[src/rtl/fetch_definitions.sv]
// Shared encodings and default sizing for the instruction fetch request engine.
package fetch_definitions;

  localparam int FETCH_PC_WIDTH        = 32;
  localparam int FETCH_INSTR_WIDTH     = 32;
  localparam int FETCH_MAX_OUTSTANDING = 2;
  localparam int FETCH_PC_STEP         = 4;

  typedef enum logic [1:0] {
    FETCH_IDLE  = 2'd0,
    FETCH_RUN   = 2'd1,
    FETCH_DRAIN = 2'd2
  } fetch_state_e;

endpackage

[src/rtl/fetch_credit_counter.sv]
// Up/down saturating credit counter tracking accepted-but-unanswered fetch requests.
module fetch_credit_counter #(
  parameter int  MAX_COUNT = 2,
  localparam int CW        = $clog2(MAX_COUNT + 1)
) (
  input  logic          clk,
  input  logic          rst,
  input  logic          inc,
  input  logic          dec,
  output logic [CW-1:0] count,
  output logic          full,
  output logic          zero,
  output logic          next_zero
);

  logic [CW-1:0] count_next;

  // Saturates at both ends; a simultaneous inc and dec leaves the count unchanged.
  always_comb begin
    count_next = count;
    unique case ({inc, dec})
      2'b10: if (count != CW'(MAX_COUNT)) count_next = count + CW'(1);
      2'b01: if (count != '0) count_next = count - CW'(1);
      default: ;
    endcase
  end

  always_ff @(posedge clk or negedge rst) begin
    if (!rst) count <= '0;
    else      count <= count_next;
  end

  assign full      = (count == CW'(MAX_COUNT));
  assign zero      = (count == '0);
  assign next_zero = (count_next == '0);

endmodule

[src/rtl/fetch_request_ctrl.sv]
// Producer-side fetch engine for the wavefront instruction buffer queue.
// Optional sticky rsp_err output is built when FETCH_RSP_CHECK_EN is defined.
module fetch_request_ctrl
  import fetch_definitions::*;
#(
  parameter int  PC_WIDTH        = FETCH_PC_WIDTH,
  parameter int  INSTR_WIDTH     = FETCH_INSTR_WIDTH,
  parameter int  MAX_OUTSTANDING = FETCH_MAX_OUTSTANDING,
  parameter int  PC_STEP         = FETCH_PC_STEP,
  localparam int CNT_W           = $clog2(MAX_OUTSTANDING + 1)
) (
  input  logic                   clk,
  input  logic                   rst,
  input  logic                   start,
  input  logic [PC_WIDTH-1:0]    start_pc,
  input  logic                   redirect,
  input  logic [PC_WIDTH-1:0]    redirect_pc,
  input  logic                   halt,
  input  logic                   stop_fetch,
  output logic                   imem_req_valid,
  input  logic                   imem_req_ready,
  output logic [PC_WIDTH-1:0]    imem_req_addr,
  output logic                   imem_req_tag,
  input  logic                   imem_rsp_valid,
  input  logic                   imem_rsp_tag,
  input  logic [INSTR_WIDTH-1:0] imem_rsp_data,
  output logic                   q_vtail_incr,
  output logic                   q_wr,
  output logic [INSTR_WIDTH-1:0] buff_wr_data,
  output logic                   q_reset,
  output logic                   busy,
  output logic [CNT_W-1:0]       outstanding
`ifdef FETCH_RSP_CHECK_EN
  ,
  output logic                   rsp_err
`endif
);

  fetch_state_e        state, state_next;
  logic [PC_WIDTH-1:0] pc;
  logic                epoch;
  logic                fire, start_take, redirect_take, rsp_write;
  logic                cnt_full, cnt_zero, cnt_next_zero;

  fetch_credit_counter #(.MAX_COUNT(MAX_OUTSTANDING)) u_credit (
    .clk       (clk),
    .rst       (rst),
    .inc       (fire),
    .dec       (imem_rsp_valid),
    .count     (outstanding),
    .full      (cnt_full),
    .zero      (cnt_zero),
    .next_zero (cnt_next_zero)
  );

  assign start_take    = (state == FETCH_IDLE) & start;
  assign redirect_take = (state == FETCH_RUN) & redirect & ~halt;

  assign imem_req_valid = (state == FETCH_RUN) & ~stop_fetch & ~cnt_full
                        & ~redirect & ~halt & ~q_reset;
  assign fire           = imem_req_valid & imem_req_ready;
  assign q_vtail_incr   = fire;
  assign imem_req_addr  = pc;
  assign imem_req_tag   = epoch;
  assign busy           = (state != FETCH_IDLE);

  // Responses in IDLE or with nothing outstanding cannot belong to the live stream.
  assign rsp_write = imem_rsp_valid & (imem_rsp_tag == epoch) & ~redirect_take
                   & (state != FETCH_IDLE) & ~cnt_zero;

  always_comb begin
    state_next = state;
    unique case (state)
      FETCH_IDLE:  if (start) state_next = FETCH_RUN;
      FETCH_RUN:   if (halt) state_next = FETCH_DRAIN;
      FETCH_DRAIN: if (cnt_next_zero) state_next = FETCH_IDLE;
      default:     state_next = FETCH_IDLE;
    endcase
  end

  always_ff @(posedge clk or negedge rst) begin
    if (!rst) begin
      state        <= FETCH_IDLE;
      pc           <= '0;
      epoch        <= 1'b0;
      q_reset      <= 1'b0;
      q_wr         <= 1'b0;
      buff_wr_data <= '0;
    end else begin
      state   <= state_next;
      q_reset <= start_take | redirect_take;
      q_wr    <= rsp_write;
      if (rsp_write) buff_wr_data <= imem_rsp_data;
      if (start_take) begin
        pc <= start_pc;
      end else if (redirect_take) begin
        pc    <= redirect_pc;
        epoch <= ~epoch;
      end else if (fire) begin
        pc <= pc + PC_WIDTH'(PC_STEP);
      end
    end
  end

`ifdef FETCH_RSP_CHECK_EN
  always_ff @(posedge clk or negedge rst) begin
    if (!rst) rsp_err <= 1'b0;
    else if (imem_rsp_valid & (cnt_zero | ((state == FETCH_IDLE) & (imem_rsp_tag == epoch))))
      rsp_err <= 1'b1;
  end
`endif

endmodule
[config.mk]
export PLATFORM = sky130hd
export DESIGN_NAME = fetch_request_ctrl
export DESIGN_NICKNAME = d
export VERILOG_FILES = /design/src/rtl/fetch_definitions.sv /design/src/rtl/fetch_credit_counter.sv /design/src/rtl/fetch_request_ctrl.sv
export SDC_FILE = /design/constraint.sdc
export NUM_CORES = 1
export LEC_CHECK = 0
export ABC_AREA = 1
export BUFFER_PORTS_ARGS = -buffer_cell sky130_fd_sc_hd__buf_2
export CORE_ASPECT_RATIO = 1.75
export CORE_UTILIZATION = 35
export DETAILED_ROUTE_END_ITERATION = 16
export GPL_TIMING_DRIVEN = 0
export SYNTH_ARGS = -nofsm -noshare
export SYNTH_HDL_FRONTEND = slang
export SYNTH_SLANG_ARGS = --single-unit
[constraint.sdc]
create_clock -name clk -period 2.5 [get_ports clk]
set_input_delay 0.25 -clock clk [delete_from_list [all_inputs] [get_ports clk]]
set_output_delay 0.25 -clock clk [all_outputs]
set_load 0.005 [all_outputs]
== After elaboration in Yosys (flattened, before gate mapping) ==
Cells that the tools add are included.
Word-level totals
  register bits: 71
  input port bits: 105
  output and inout bits: 72
  word-level logic and storage cells: 61
Cells by class
  add/subtract/negate cells: 3
  equality and inequality tests: 10
  muxes and demuxes: 10
  bitwise gates (word level): 23
  reduce and logical (&&, ||, !) cells: 8
Operators by type and width (number)
  two-way mux 32 bit: 3
  adder 32 x 3 -> 32 bit, second input constant: 1
  bitwise AND 1 bit: 13
  two-way mux 2 bit: 5
  NOT 1 bit: 9
  inequality test 2 bit, second input constant: 4
  equality test 2 bit, second input constant: 3
  logical NOT 2 bit: 3
  case mux 2 bit (3 select lines): 1
  equality test 2 x 1 -> 1 bit, second input constant: 2
  case mux 2 bit (2 select lines): 1
  nonzero test 2 bit: 2
  AND reduction 3 bit: 1
  nonzero test 3 bit: 1
  adder 2 x 1 -> 2 bit, second input constant: 1
  AND reduction 2 bit: 1
  subtractor 2 x 1 -> 2 bit, second input constant: 1
  equality test 1 bit: 1
  bitwise OR 1 bit: 1

== Logic depth before layout (Yosys ltp) ==
  depth after elaboration: 12
  gate-level depth with buffers: 14
  depth with buffers taken out: 14

== Hierarchy ==
A second synthesis with hierarchy kept.
Unflattened totals
  cells, all modules: 626
  area total of the unflattened synthesis: 4222.8 um^2
By module, submodules not included
  fetch_request_ctrl: instances 1, cells an instance 599, area an instance 4007.6 um^2, sequential area each 1726.7 um^2
  fetch_credit_counter: instances 1, cells an instance 27, area an instance 215.2 um^2, sequential area each 50.0 um^2

== Worst setup path before layout ==
OpenSTA, ideal clock, no wires.
  path kind: flip-flop to flip-flop
  from: register u_credit.count[0]
  to: register state[1]
  library setup time: 124 ps
  arrival: 1839 ps
  data required time: 2376 ps
  slack: 537 ps
  cell stages (with the launch flop): 15
  path buffers: 0
  period minus slack after synthesis: 1963 ps
  cells stage by stage: dfrtp_1 > inv_1 > ha_1 > nor2_1 > nand2_1 > nor2_4 > nand2_4 > inv_1 > ha_1 > inv_1 > nand3_1 > o21ai_0 > inv_1 > o211ai_1 > nand2_1
Between the ends
  longest elaborated chain between the ends: 12
  elaborated cells on any way between the ends: 19
  those cells by class: add/sub (2); eq/ne (5); mux (3); bitwise (6); reduce/logical (3)
Ends and longest elaborated chain
  start: declaration: RTL line fetch_credit_counter.sv:10  | output logic [CW-1:0] count,
  start signal: assignment: RTL line fetch_credit_counter.sv:30  | else count <= count_next;
  equality test 2 bit (*): RTL line fetch_credit_counter.sv:33  | assign full = (count == CW'(MAX_COUNT));
  NOT 1 bit (*): RTL line fetch_request_ctrl.sv:59  | assign imem_req_valid = (state == FETCH_RUN) & ~stop_fetch & ~cnt_full
  bitwise AND 1 bit (*): RTL line fetch_request_ctrl.sv:59
  bitwise AND 1 bit (*) (3 in series): RTL line fetch_request_ctrl.sv:60  | & ~redirect & ~halt & ~q_reset;
  via imem_req_valid: RTL line fetch_request_ctrl.sv:20  | output logic imem_req_valid,
  bitwise AND 1 bit (*): RTL line fetch_request_ctrl.sv:61  | assign fire = imem_req_valid & imem_req_ready;
  via q_vtail_incr: RTL line fetch_request_ctrl.sv:27  | output logic q_vtail_incr,
  equality test 2 x 1 -> 1 bit / equality test 2 bit (equally long branches): RTL line fetch_credit_counter.sv:21  | unique case ({inc, dec})
  case mux 2 bit (2 select lines) (*): RTL line fetch_credit_counter.sv:21
  via u_credit.count_next[1]: RTL line fetch_credit_counter.sv:16  | logic [CW-1:0] count_next;
  logical NOT 2 bit (*): RTL line fetch_credit_counter.sv:35  | assign next_zero = (count_next == '0);
  inequality test 2 bit (no line) (*)
  AND reduction 3 bit (no line) (*)
  end signal: assignment: RTL line fetch_request_ctrl.sv:90  | state <= state_next;
  end: declaration: RTL line fetch_request_ctrl.sv:39  | fetch_state_e state, state_next;
The timed path passes the listed nets; every way through them passes the cells marked *.
A chain may end at the register's enable or synchronous reset.

== Final worst setup path ==
  from: register u_credit.count[0]
  to: register state[1]
Between the ends
  longest elaborated chain between the ends: 12
  elaborated cells on any way between the ends: 19
  those cells by class: add/sub (2); eq/ne (5); mux (3); bitwise (6); reduce/logical (3)
Ends and longest elaborated chain (RTL line)
  equality test 2 bit: fetch_credit_counter.sv:33
  NOT 1 bit: fetch_request_ctrl.sv:59
  bitwise AND 1 bit: fetch_request_ctrl.sv:59
  bitwise AND 1 bit (3 in series): fetch_request_ctrl.sv:60
  bitwise AND 1 bit: fetch_request_ctrl.sv:61
  equality test 2 x 1 -> 1 bit / equality test 2 bit (equally long branches): fetch_credit_counter.sv:21
  case mux 2 bit (2 select lines) (*): fetch_credit_counter.sv:21
  via u_credit.count_next[1]: fetch_credit_counter.sv:16
  logical NOT 2 bit (*): fetch_credit_counter.sv:35
  inequality test 2 bit (no line) (*)
  AND reduction 3 bit (no line) (*)
Marked as above.

==> impl_metrics.json <==
{
  "rrSetupSlack_ns": 0.37,
  "status": "complete, no violations",
  "h-tree-depth": 3,
  "hp-class": "in -> reg",
  "viasPerCell": 4.58,
  "criticalPathCategory": "reg -> reg",
  "tns_ns": 0,
  "netlist_instances": 634,
  "hold_viol": 0,
  "grt_pass1_wl_um": 21400,
  "place_area_um2": 5400,
  "gp_routability_congestion": 0.908,
  "grt_pass1_vias": 4588,
  "die_x_um": 85.6,
  "cts.reportedPaths.clkPinSlew_ns": 0.06,
  "overflow": 0,
  "worst_setup_path_end_kind": "flip-flop",
  "drive_gt1_share_pct": 27.9,
  "ant_nets": 0,
  "r2r_start": "u_credit.count[0]",
  "reg2regPathDepth": 14,
  "layout_commonest_cell": "nand2_1",
  "cts-root-buf": "clkbuf_16",
  "area_delta_synth_final_pct": 33.8,
  "fp-row-count": 53,
  "setup_slack_ns": 0.365,
  "setup_viol": 0,
  "use_met2_pct": 40.3,
  "crit_fanout": 7,
  "core_area_um2": 12000,
  "swShare_pct": 42.2,
  "dpl.cell_count": 976,
  "fp.dieH_um": 148,
  "relSlewSlack_pct": 65.0,
  "synth.distinct_cells": 32,
  "fill_cells": 1245,
  "routed_wl_um": 13500,
  "io_pins": 177,
  "yosysTopAreaCellShare_pct": 41.5,
  "antenna_found_initial": 0,
  "p_leak_nw": 3.22,
  "multiInputGateArea_um2": 2210,
  "cp.arrival_ns": 2.36,
  "fin_crit_sh_pct": 85.4,
  "die_area_um2": 12700,
  "syn_area_per_cell_um2": 6.76,
  "tritoncts": "yes",
  "fmax_mhz": 468,
  "combPwrFrac_pct": 44.5,
  "cts_resized": 0,
  "tightest_slew_ns": 0.525,
  "holdWs_ns": 0.0959,
  "use_met1_pct": 22.9,
  "cts.sinks": 71,
  "drtPass1Iterations": 4,
  "worstHoldStart": "imem_rsp_data[4]",
  "clkLatencyLatePin_ns": 0.34,
  "ys_seq_elements": 71,
  "grt_usage_pct": 21.8,
  "r2r_end": "state[1]",
  "grt.busiest_layer": "met2",
  "report.final.slew_viol_count": 0,
  "synth_area_um2": 4290,
  "io_buffers": 176,
  "rsz0062_at_grt": "false",
  "grt_max_degree": 69,
  "finClkSkew_ns": 0.00566,
  "layout_common_cells": "nand2_1 (287), buf_2 (184), nor2_1 (103)",
  "maxCapViolCount": 0,
  "instances_no_fill": 993,
  "numCtsBuffers": 9,
  "startpoint_type": "flip-flop",
  "diodes": 0,
  "hpwl_um": 10600,
  "p_sw_mw": 2.74,
  "grt_use_met3_pct": 4.94,
  "power_frac_clock_pct": 21.7,
  "min_period_ns": 2.13,
  "nets": 935,
  "yosysTopAreaCell": "dfrtp_1",
  "crit_start": "u_credit.count[0]",
  "utilization_pct": 47.8,
  "crit_end": "state[1]",
  "post_drt_wl_per_cell_um": 13.6,
  "critPathRequiredTime_ns": 2.73,
  "vias": 4552,
  "initial_utilization_pct": 35.7,
  "seq_area_um2": 1780,
  "powerDensity_nw_per_um2": 1130,
  "dp_slack_ns": 0.344,
  "fin_total_pwr_mw": 6.48,
  "cts_max_path_buffers": 2,
  "drc": 0,
  "post-route-cell-area_um2": 5730,
  "first_iter_violations": 216,
  "yosysWarnings": 0,
  "ys_seq_area_share_pct": 41.5,
  "p_int_mw": 3.75,
  "synthTopCellsByArea": "dfrtp_1 (41%), nand2_1 (25%), nor2_1 (9.0%)",
  "pwr-share-seq_pct": 33.8,
  "syn_nets": 746,
  "irDropWorstVdd_mv": 0.495
}
[critical path, stage by stage (launching register included)]
cell and delay, ns:
dfrtp_1 0.36, inv_1 0.10, ha_1 0.20, nor2_1 0.08
nand2_1 0.09, nor2_4 0.14, nand2_4 0.10, inv_1 0.13
ha_1 0.27, inv_1 0.08, nand3_1 0.07, o21ai_0 0.07
inv_1 0.08, o211ai_1 0.17, nand2_1 0.07
[kinds of logic after synthesis]
family / Yosys count / share of synthesized area (%)
simple gates: 437 / 41.2
flops: 71 / 41.5
buf+inv: 63 / 7.01
compound gates: 45 / 6.01
xor+xnor: 11 / 2.25
fa+ha+maj: 7 / 2.04
[final cells by class]
cell class | count | share of cell area (%)
Multi-Input combinational cell | 500 | 38.5
Sequential cell | 71 | 31.0
Timing Repair Buffer | 178 | 16.1
Clock buffer | 9 | 3.93
Tap cell | 165 | 3.60
Inverter | 44 | 2.95
Buffer | 19 | 2.29
Clock inverter | 7 | 1.68
[worst min-delay path by stage]
stage / slack, ns / end / cells after the start
floorplan: -0.05 / buff_wr_data[0] / 0
global placement: 0.44 / buff_wr_data[18] / 3
detailed placement: 0.06 / buff_wr_data[28] / 1
CTS: 0.09 / buff_wr_data[23] / 3
global route: 0.10 / buff_wr_data[18] / 3
finish: 0.1 / buff_wr_data[4] / 3
[power by group through the flow]
stage | sequential [mW] | combinational (mW) | clock (mW)
floorplan | 2.16 | 1.75 | 0
global placement | 2.19 | 2.85 | 0
detailed placement | 2.20 | 2.93 | 0
CTS | 2.20 | 2.94 | 1.43
global route | 2.27 | 3.29 | 1.48
finish | 2.19 | 2.88 | 1.41
[what timing repair did]
action,CTS,global route
endpoints found under the hold margin,71,0
hold buffers,1,0
setup buffers,0,0
[flip-flops by register name (all words and copies together), names as in the netlist]
register        flops
imem_req_tag        1
imem_req_addr      32
buff_wr_data       32
u_credit.count      2
q_wr                1
state               2
q_reset             1
[Yosys cell counts, drive strengths merged]
master	number
dfrtp	71
xor2	7
clkinv	1
o211ai	3
o21ai	7
nor3	3
or2	1
clkbuf	2
o21bai	3
a31oi	2
ha	7
a21oi	26
nand2	292
a22oi	3
nor2	107
inv	43
nand3	33
a22o	1
buf	17
nor4	1
xnor2	4
[layer usage]
layer,vias up,wire (um)
met5,-,0
met4,0,466
met3,32,816
met2,152,6990
met1,2034,5190
li1,2334,-
Power figures use the tool's default switching activity.
